<file path="src/rtl/hack_cpu_ctrl.sv">
// ============================================================================
// hack_cpu_ctrl : multi-cycle Moore controller for the Hack CPU (external ALU)
// Revision 1.0 : initial release
// ============================================================================
`default_nettype none

module hack_cpu_ctrl (
    input  logic        i_Clk,
    input  logic        i_Rst_n,
    input  logic [15:0] i_Instr,
    input  logic        i_InstrValid,
    output logic        o_InstrReq,
    output logic [14:0] o_PC,
    output logic [5:0]  o_AluCtrl,
    output logic [15:0] o_ALU_X,
    output logic [15:0] o_ALU_Y,
    input  logic [15:0] i_ALU,
    input  logic        i_ZR,
    input  logic        i_NG,
    output logic [14:0] o_AddressM,
    output logic        o_ReadM,
    output logic        o_WriteM,
    output logic [15:0] o_OutM,
    input  logic [15:0] i_InM,
    input  logic        i_MemReady
);

    typedef enum logic [2:0] {
        S_FETCH  = 3'd0,
        S_DECODE = 3'd1,
        S_MEMRD  = 3'd2,
        S_EXEC   = 3'd3,
        S_MEMWR  = 3'd4
    } state_t;

    state_t      state_q;
    logic [14:0] pc_q;
    logic [15:0] a_q;
    logic [15:0] d_q;
    logic [15:0] ir_q;
    logic [15:0] m_q;
    logic [15:0] r_q;
    logic [14:0] waddr_q;
    logic [14:0] jtgt_q;
    logic        take_q;

    logic [14:0] pc_inc_d;
    logic        taken_d;
    logic        unused_ir;

    assign pc_inc_d  = pc_q + 15'd1;
    assign taken_d   = (ir_q[2] & i_NG) | (ir_q[1] & i_ZR) | (ir_q[0] & ~i_ZR & ~i_NG);
    assign unused_ir = &{1'b0, ir_q[14:13]};

    always_ff @(posedge i_Clk) begin
        if (!i_Rst_n) begin
            state_q <= S_FETCH;
            pc_q    <= '0;
            a_q     <= '0;
            d_q     <= '0;
            ir_q    <= '0;
            m_q     <= '0;
            r_q     <= '0;
            waddr_q <= '0;
            jtgt_q  <= '0;
            take_q  <= 1'b0;
        end else begin
            case (state_q)
                S_FETCH: begin
                    if (i_InstrValid) begin
                        ir_q    <= i_Instr;
                        state_q <= S_DECODE;
                    end
                end
                S_DECODE: begin
                    if (!ir_q[15]) begin
                        a_q     <= {1'b0, ir_q[14:0]};
                        pc_q    <= pc_inc_d;
                        state_q <= S_FETCH;
                    end else if (ir_q[12]) begin
                        state_q <= S_MEMRD;
                    end else begin
                        state_q <= S_EXEC;
                    end
                end
                S_MEMRD: begin
                    if (i_MemReady) begin
                        m_q     <= i_InM;
                        state_q <= S_EXEC;
                    end
                end
                S_EXEC: begin
                    // Write address and jump target capture A before any A update below
                    r_q     <= i_ALU;
                    waddr_q <= a_q[14:0];
                    jtgt_q  <= a_q[14:0];
                    if (ir_q[4]) d_q <= i_ALU;
                    if (ir_q[5]) a_q <= i_ALU;
                    if (ir_q[3]) begin
                        take_q  <= taken_d;
                        state_q <= S_MEMWR;
                    end else begin
                        pc_q    <= taken_d ? a_q[14:0] : pc_inc_d;
                        state_q <= S_FETCH;
                    end
                end
                S_MEMWR: begin
                    if (i_MemReady) begin
                        pc_q    <= take_q ? jtgt_q : pc_inc_d;
                        state_q <= S_FETCH;
                    end
                end
                default: state_q <= S_FETCH;
            endcase
        end
    end

    assign o_InstrReq = (state_q == S_FETCH);
    assign o_PC       = pc_q;
    assign o_AluCtrl  = (state_q == S_EXEC) ? ir_q[11:6] : 6'd0;
    assign o_ALU_X    = d_q;
    assign o_ALU_Y    = ir_q[12] ? m_q : a_q;
    assign o_AddressM = (state_q == S_MEMWR) ? waddr_q : a_q[14:0];
    assign o_ReadM    = (state_q == S_MEMRD);
    assign o_WriteM   = (state_q == S_MEMWR);
    assign o_OutM     = r_q;

endmodule

`default_nettype wire
</file>
<file path="config.mk">
export PLATFORM = sky130hd
export DESIGN_NAME = hack_cpu_ctrl
export DESIGN_NICKNAME = d
export VERILOG_FILES = /design/src/rtl/hack_cpu_ctrl.sv
export SDC_FILE = /design/constraint.sdc
export NUM_CORES = 1
export LEC_CHECK = 0
export ABC_AREA = 1
export CORE_MARGIN = 1
export CORE_UTILIZATION = 35
export DETAILED_ROUTE_END_ITERATION = 12
export SLEW_MARGIN = 15
export SYNTH_ARGS = -nofsm -noshare
export SYNTH_HDL_FRONTEND = slang
export SYNTH_SLANG_ARGS = --single-unit
</file>
<file path="constraint.sdc">
create_clock -name i_Clk -period 2.4 [get_ports i_Clk]
set_input_delay 0.6 -clock i_Clk [delete_from_list [all_inputs] [get_ports i_Clk]]
set_output_delay 0.6 -clock i_Clk [all_outputs]
set_load 0.005 [all_outputs]
</file>
======== Word level (Yosys, flattened, before mapping) ========
Cells that the tools add are included.
operators by class
  add/sub/neg operators ................... 1
  eq/ne operators ......................... 10
  mux-type cells .......................... 19
  bitwise logic cells ..................... 8
  reductions and logical operators ........ 10
operators with widths
  operator                 count
  $mux W15                 6
  $mux W16                 3
  $pmux W15 S3             1
  $pmux W16 S2             1
  $add A15 B1 Y15 const B  1
  $pmux W3 S5              1
  $mux W3                  4
  $ne A2 B2 Y1 const B     4
  $reduce_and A2 Y1        4
  $eq A3 B2 Y1 const B     2
  $mux W6                  1
  $reduce_and A3 Y1        2
  $and A1 B1 Y1            4
  $ne A2 B1 Y1 const B     2
  $reduce_and A4 Y1        1
  $eq A3 B1 Y1 const B     1
  $eq A3 B3 Y1 const B     1
  $logic_not A3 Y1         1
  $reduce_bool A3 Y1       1
  $mux W2                  1
  $not A1 Y1               2
  $or A1 B1 Y1             2
  $reduce_bool A2 Y1       1
  $mux W1                  1
word-level totals
  register bits after elaboration ......... 114
  input bits .............................. 54
  output and inout port bits .............. 87
  logic and storage cells ................. 57

======== Depth between registers and ports, before layout ========
Gate-level depths: netlist of the first run.
  depth after elaboration ................. 7
  depth in mapped cells ................... 10
  gate-level depth less buffers ........... 10

======== Worst setup path after synthesis of the first run ========
Ideal clock, no wire load.
  kind .................................... flip-flop to output port
  start point ............................. register state_q[1]
  end point ............................... output port o_AddressM[10]
  arrival ................................. 1180 ps
  required time ........................... 1800 ps
  slack ................................... 620 ps
  cell stages (with the launch flop) ...... 7
  buffers on the path ..................... 2
  path through ............................ dfxtp_1 nor2_1 nand2_2 inv_2 buf_4 buf_2 o21ai_0
on the way
  longest elaborated chain between the ends .. 2
RTL lines
  what                      line  text
  start: declaration        36    state_t state_q;
  start signal: assignment  57    state_q <= S_FETCH;
  start signal: assignment  72    state_q <= S_DECODE;
  start signal: assignment  79    state_q <= S_FETCH;
  $eq A3 B3 Y1              -
  via o_WriteM              22    output logic o_WriteM,
  $mux W15                  123   assign o_AddressM = (state_q == S_MEMWR) ? waddr_q : a_q[14:0];
  end: declaration          20    output logic [14:0] o_AddressM,
The timed path passes the listed nets, and every way through them passes these cells.

======== Worst setup path in the final report of the first run ========
  start point ............................. register state_q[0]
  end point ............................... output port o_AddressM[10]
on the way
  longest elaborated chain between the ends .. 2
RTL lines
  what          line
  $eq A3 B3 Y1  123
  $mux W15      123
No other way between the ends.

==> flow_summary_export.csv, run 1 <==
group,metric,value,unit
placed_design,port-buffer-count,140,
timing,maxSlewViolCount,0,
logic_synthesis,ys_seq_area_frac,0.440,
logic_synthesis,ys_types,35,
setup_path,required,1.80,ns
drt,drt.antenna.violating_nets,0,
floorplan,dieWidth,124,µm
timing,finalSetupViolations,0,
global_route,grt_pass1_vias,5210,
finish,n_fill_cell,1399,
clocking,cts_tree,"done",
floorplan,initial_core_util,0.358,
clocking,hold_buffers,0,
finish,diodes,0,
drt,route.met2.wl,7.84,mm
global_route,grt_max_degree,50,
logic_synthesis,synth_seq_cells,114,
pwr,p_leak,2.90,nW
global_route,grt_usage,0.234,
finish,multiInputGateArea,2510,µm²
finish,seqCellArea,2290,µm²
setup_path,cp-end-kind,"output pin",
timing,rsz0062_at_grt,"true",
floorplan,die-area,15300,µm²
floorplan,num_rows,44,
floorplan,core_area,14500,µm²
clocking,cts_max_level,4,
clocking,clock_latency,0.42,ns
setup_path,cp-start-kind,"register",
logic_synthesis,synth_warnings,0,
finish,layout.nets,936,
finish,design_area,7530,µm²
drt,totalWireLength,17.3,mm
finish,areaGrowthSynthToFinish,45.1,%
floorplan,fp.dieH,124,µm
logic_synthesis,syn_nets,791,
global_route,grt_pass1_wl,27.0,mm
setup_path,worstPathArrival,1.74,ns
drt,wire_per_inst,16.1,µm
logic_synthesis,synthArstFlopShare,0,
floorplan,top_level_ports,141,
drt,via_count,5455,
clocking,cts.reportedPaths.clkPinSlew,0.05,ns
pwr,p_per_area,720,nW/µm²
timing,fin_crit,2.34,ns
setup_path,cp_max_fo,14,
clocking,cts_inserted_buffers,17,
drt,met1_length,7.67,mm
timing,fin_ws,0.0594,ns
drt,first_pass_iters,6,
placed_design,preCtsSetupSlack,0.136,ns
clocking,cts_num_sinks,114,
drt,drc,0,
logic_synthesis,synth_cells,736,
timing,worst_pin_slew,0.555,ns
drt,top_layer,"met4",
placed_design,place_congestion,0.936,
logic_synthesis,syn_area,5190,µm²
drt,drt_first_iter_violations,395,
logic_synthesis,synth_flop_cell,"dfxtp_1",
global_route,antenna_found_initial,0,
placed_design,place_hpwl,12.0,mm
pwr,ir_worst_vdd,0.507,mV
pwr,power.total,5.43,mW
timing,finalCritPeriodShare,0.975,
global_route,grt_overflow,0,
timing,hold_viol_final,0,
timing,relSlewSlack,0.629,
worst_hold_path,hold_class,"input pin to register",
placed_design,place_area,6820,µm²
timing,tns,0,ns
timing,fmax,427,MHz
drt,via_per_inst,5.06,
finish,layout_common_cells,"nand2_1, clkdlybuf4s50_1, dfxtp_1, o21ai_0, a21oi_1",
timing,fin_skew,0.00572,ns
setup_path,worstSetupPathType,"register to output pin",
drt,met3_length,1.36,mm
clocking,cts_root_buf,"clkbuf_16",
finish,drive_above_1_share,0.0973,
finish,final_common_cell,"nand2_1",
status,status,"finished, final reports clean",
clocking,clockBufferDepth,2,
logic_synthesis,synth-edff-count,0,
run,max_cap_viol_count,0,
logic_synthesis,synth_area_per_cell,7.05,µm²
area by class of cell:
type,count,share of cell area
Multi-Input combinational cell,520,0.334
Sequential cell,114,0.304
Timing Repair Buffer,169,0.221
Clock buffer,24,0.0626
Inverter,59,0.0306
Tap cell,184,0.0306
Clock inverter,8,0.0169
critical path, stage by stage, from the launching register on:
cell and delay (ns):
dfxtp_4 0.38, nor2_4 0.13, nand2_2 0.09, inv_4 0.11, buf_12 0.15, nand2_1 0.07, o21ai_0 0.12, dlygate4sd2_1 0.27
per-stage QoR:
step | instances | utilization | hold slack [ns]
floorplan | 736 | - | 0.425
global placement | 1038 | 0.471 | 0.435
detailed placement | 1038 | 0.471 | 0.449
CTS | 1075 | 0.518 | 0.441
global route | 1078 | 0.520 | 0.459
finish | 1078 | 0.520 | 0.453
power breakdown:
group | switching (mW) | internal, mW | total [mW]
Sequential | 0.0885 | 1.99 | 2.08
Clock | 0.895 | 1.69 | 2.58
Combinational | 0.403 | 0.360 | 0.763
Total | 1.39 | 4.04 | 5.43
routing by layer:
layer | up-vias | global-route usage
li1 | 2747 | -
met1 | 2479 | 0.291
met2 | 202 | 0.369
met3 | 27 | 0.0806
met4 | 0 | 0.0904
met5 | - | 0
worst paths after layout:
kind | from | end | slack [ns] | depth (start not counted)
worst max-delay path | state_q[0]$_SDFFE_PN0P_ | o_AddressM[10] | 0.06 | 7
worst min-delay path | i_Rst_n | ir_q[15]$_SDFFE_PN0P_ | 0.45 | 3
worst max register to register | state_q[2]$_SDFFE_PN0P_ | o_PC[2]$_SDFFE_PN0P_ | 0.20 | 10
worst min register to register | ir_q[2]$_SDFFE_PN0P_ | ir_q[2]$_SDFFE_PN0P_ | 0.46 | 2
synth_stat cells, types with 3 or more instances:
cell | instances | area share
a21oi_1 | 101 | 0.097
buf_2 | 15 | 0.014
buf_6 | 3 | 0.0065
clkbuf_1 | 22 | 0.016
dfxtp_1 | 114 | 0.44
inv_1 | 54 | 0.039
inv_2 | 4 | 0.0029
nand2_1 | 131 | 0.095
nand3_1 | 46 | 0.044
nand4_1 | 7 | 0.0084
nor2_1 | 70 | 0.051
nor2_2 | 3 | 0.0036
o21ai_0 | 117 | 0.11
o21ai_1 | 18 | 0.017
xnor2_1 | 3 | 0.0051
xor2_1 | 4 | 0.0067
state kept, by name (all words and copies together) (netlist names):
signal   count
o_OutM      16
take_q       1
jtgt_q      15
o_PC        15
m_q         16
o_ALU_X     16
ir_q        16
state_q      3
a_q         16
cells by family (layout without fill, tap and decap cells):
kind of cell               after synthesis  count (layout)  share of synthesized area
DFF                                    114             114                      0.440
and+or+nand+nor                        270             271                      0.226
xor gates and xnor gates                 7               7                     0.0118
AOI/OAI and AO/OA                      241             241                      0.236
adders and majority gates                1               1                    0.00241
buffers and inverters                  103             260                     0.0837
timing repair:
| action | 4_1_cts | 5_1_grt |
|---|---|---|
| gates resized for setup | 31 | 20 |
| gates cloned | 1 | 1 |
| setup buffers | 4 | 2 |
| endpoints found under the setup margin | 26 | 20 |
| pin swaps | 1 | 0 |
(Power assumes the default switching activity.)
==> run 2: changes to the inputs <==
--- a/config.mk
+++ b/config.mk
@@ -6,8 +6,8 @@
 export NUM_CORES = 1
 export LEC_CHECK = 0
 export ABC_AREA = 1
-export CORE_MARGIN = 1
 export CORE_UTILIZATION = 35
+export CTS_CLUSTER_DIAMETER = 200
 export DETAILED_ROUTE_END_ITERATION = 12
 export SLEW_MARGIN = 15
 export SYNTH_ARGS = -nofsm -noshare
==> results of run 2 <==
The final DEF is identical to that of run 1; final timing and power are the same.
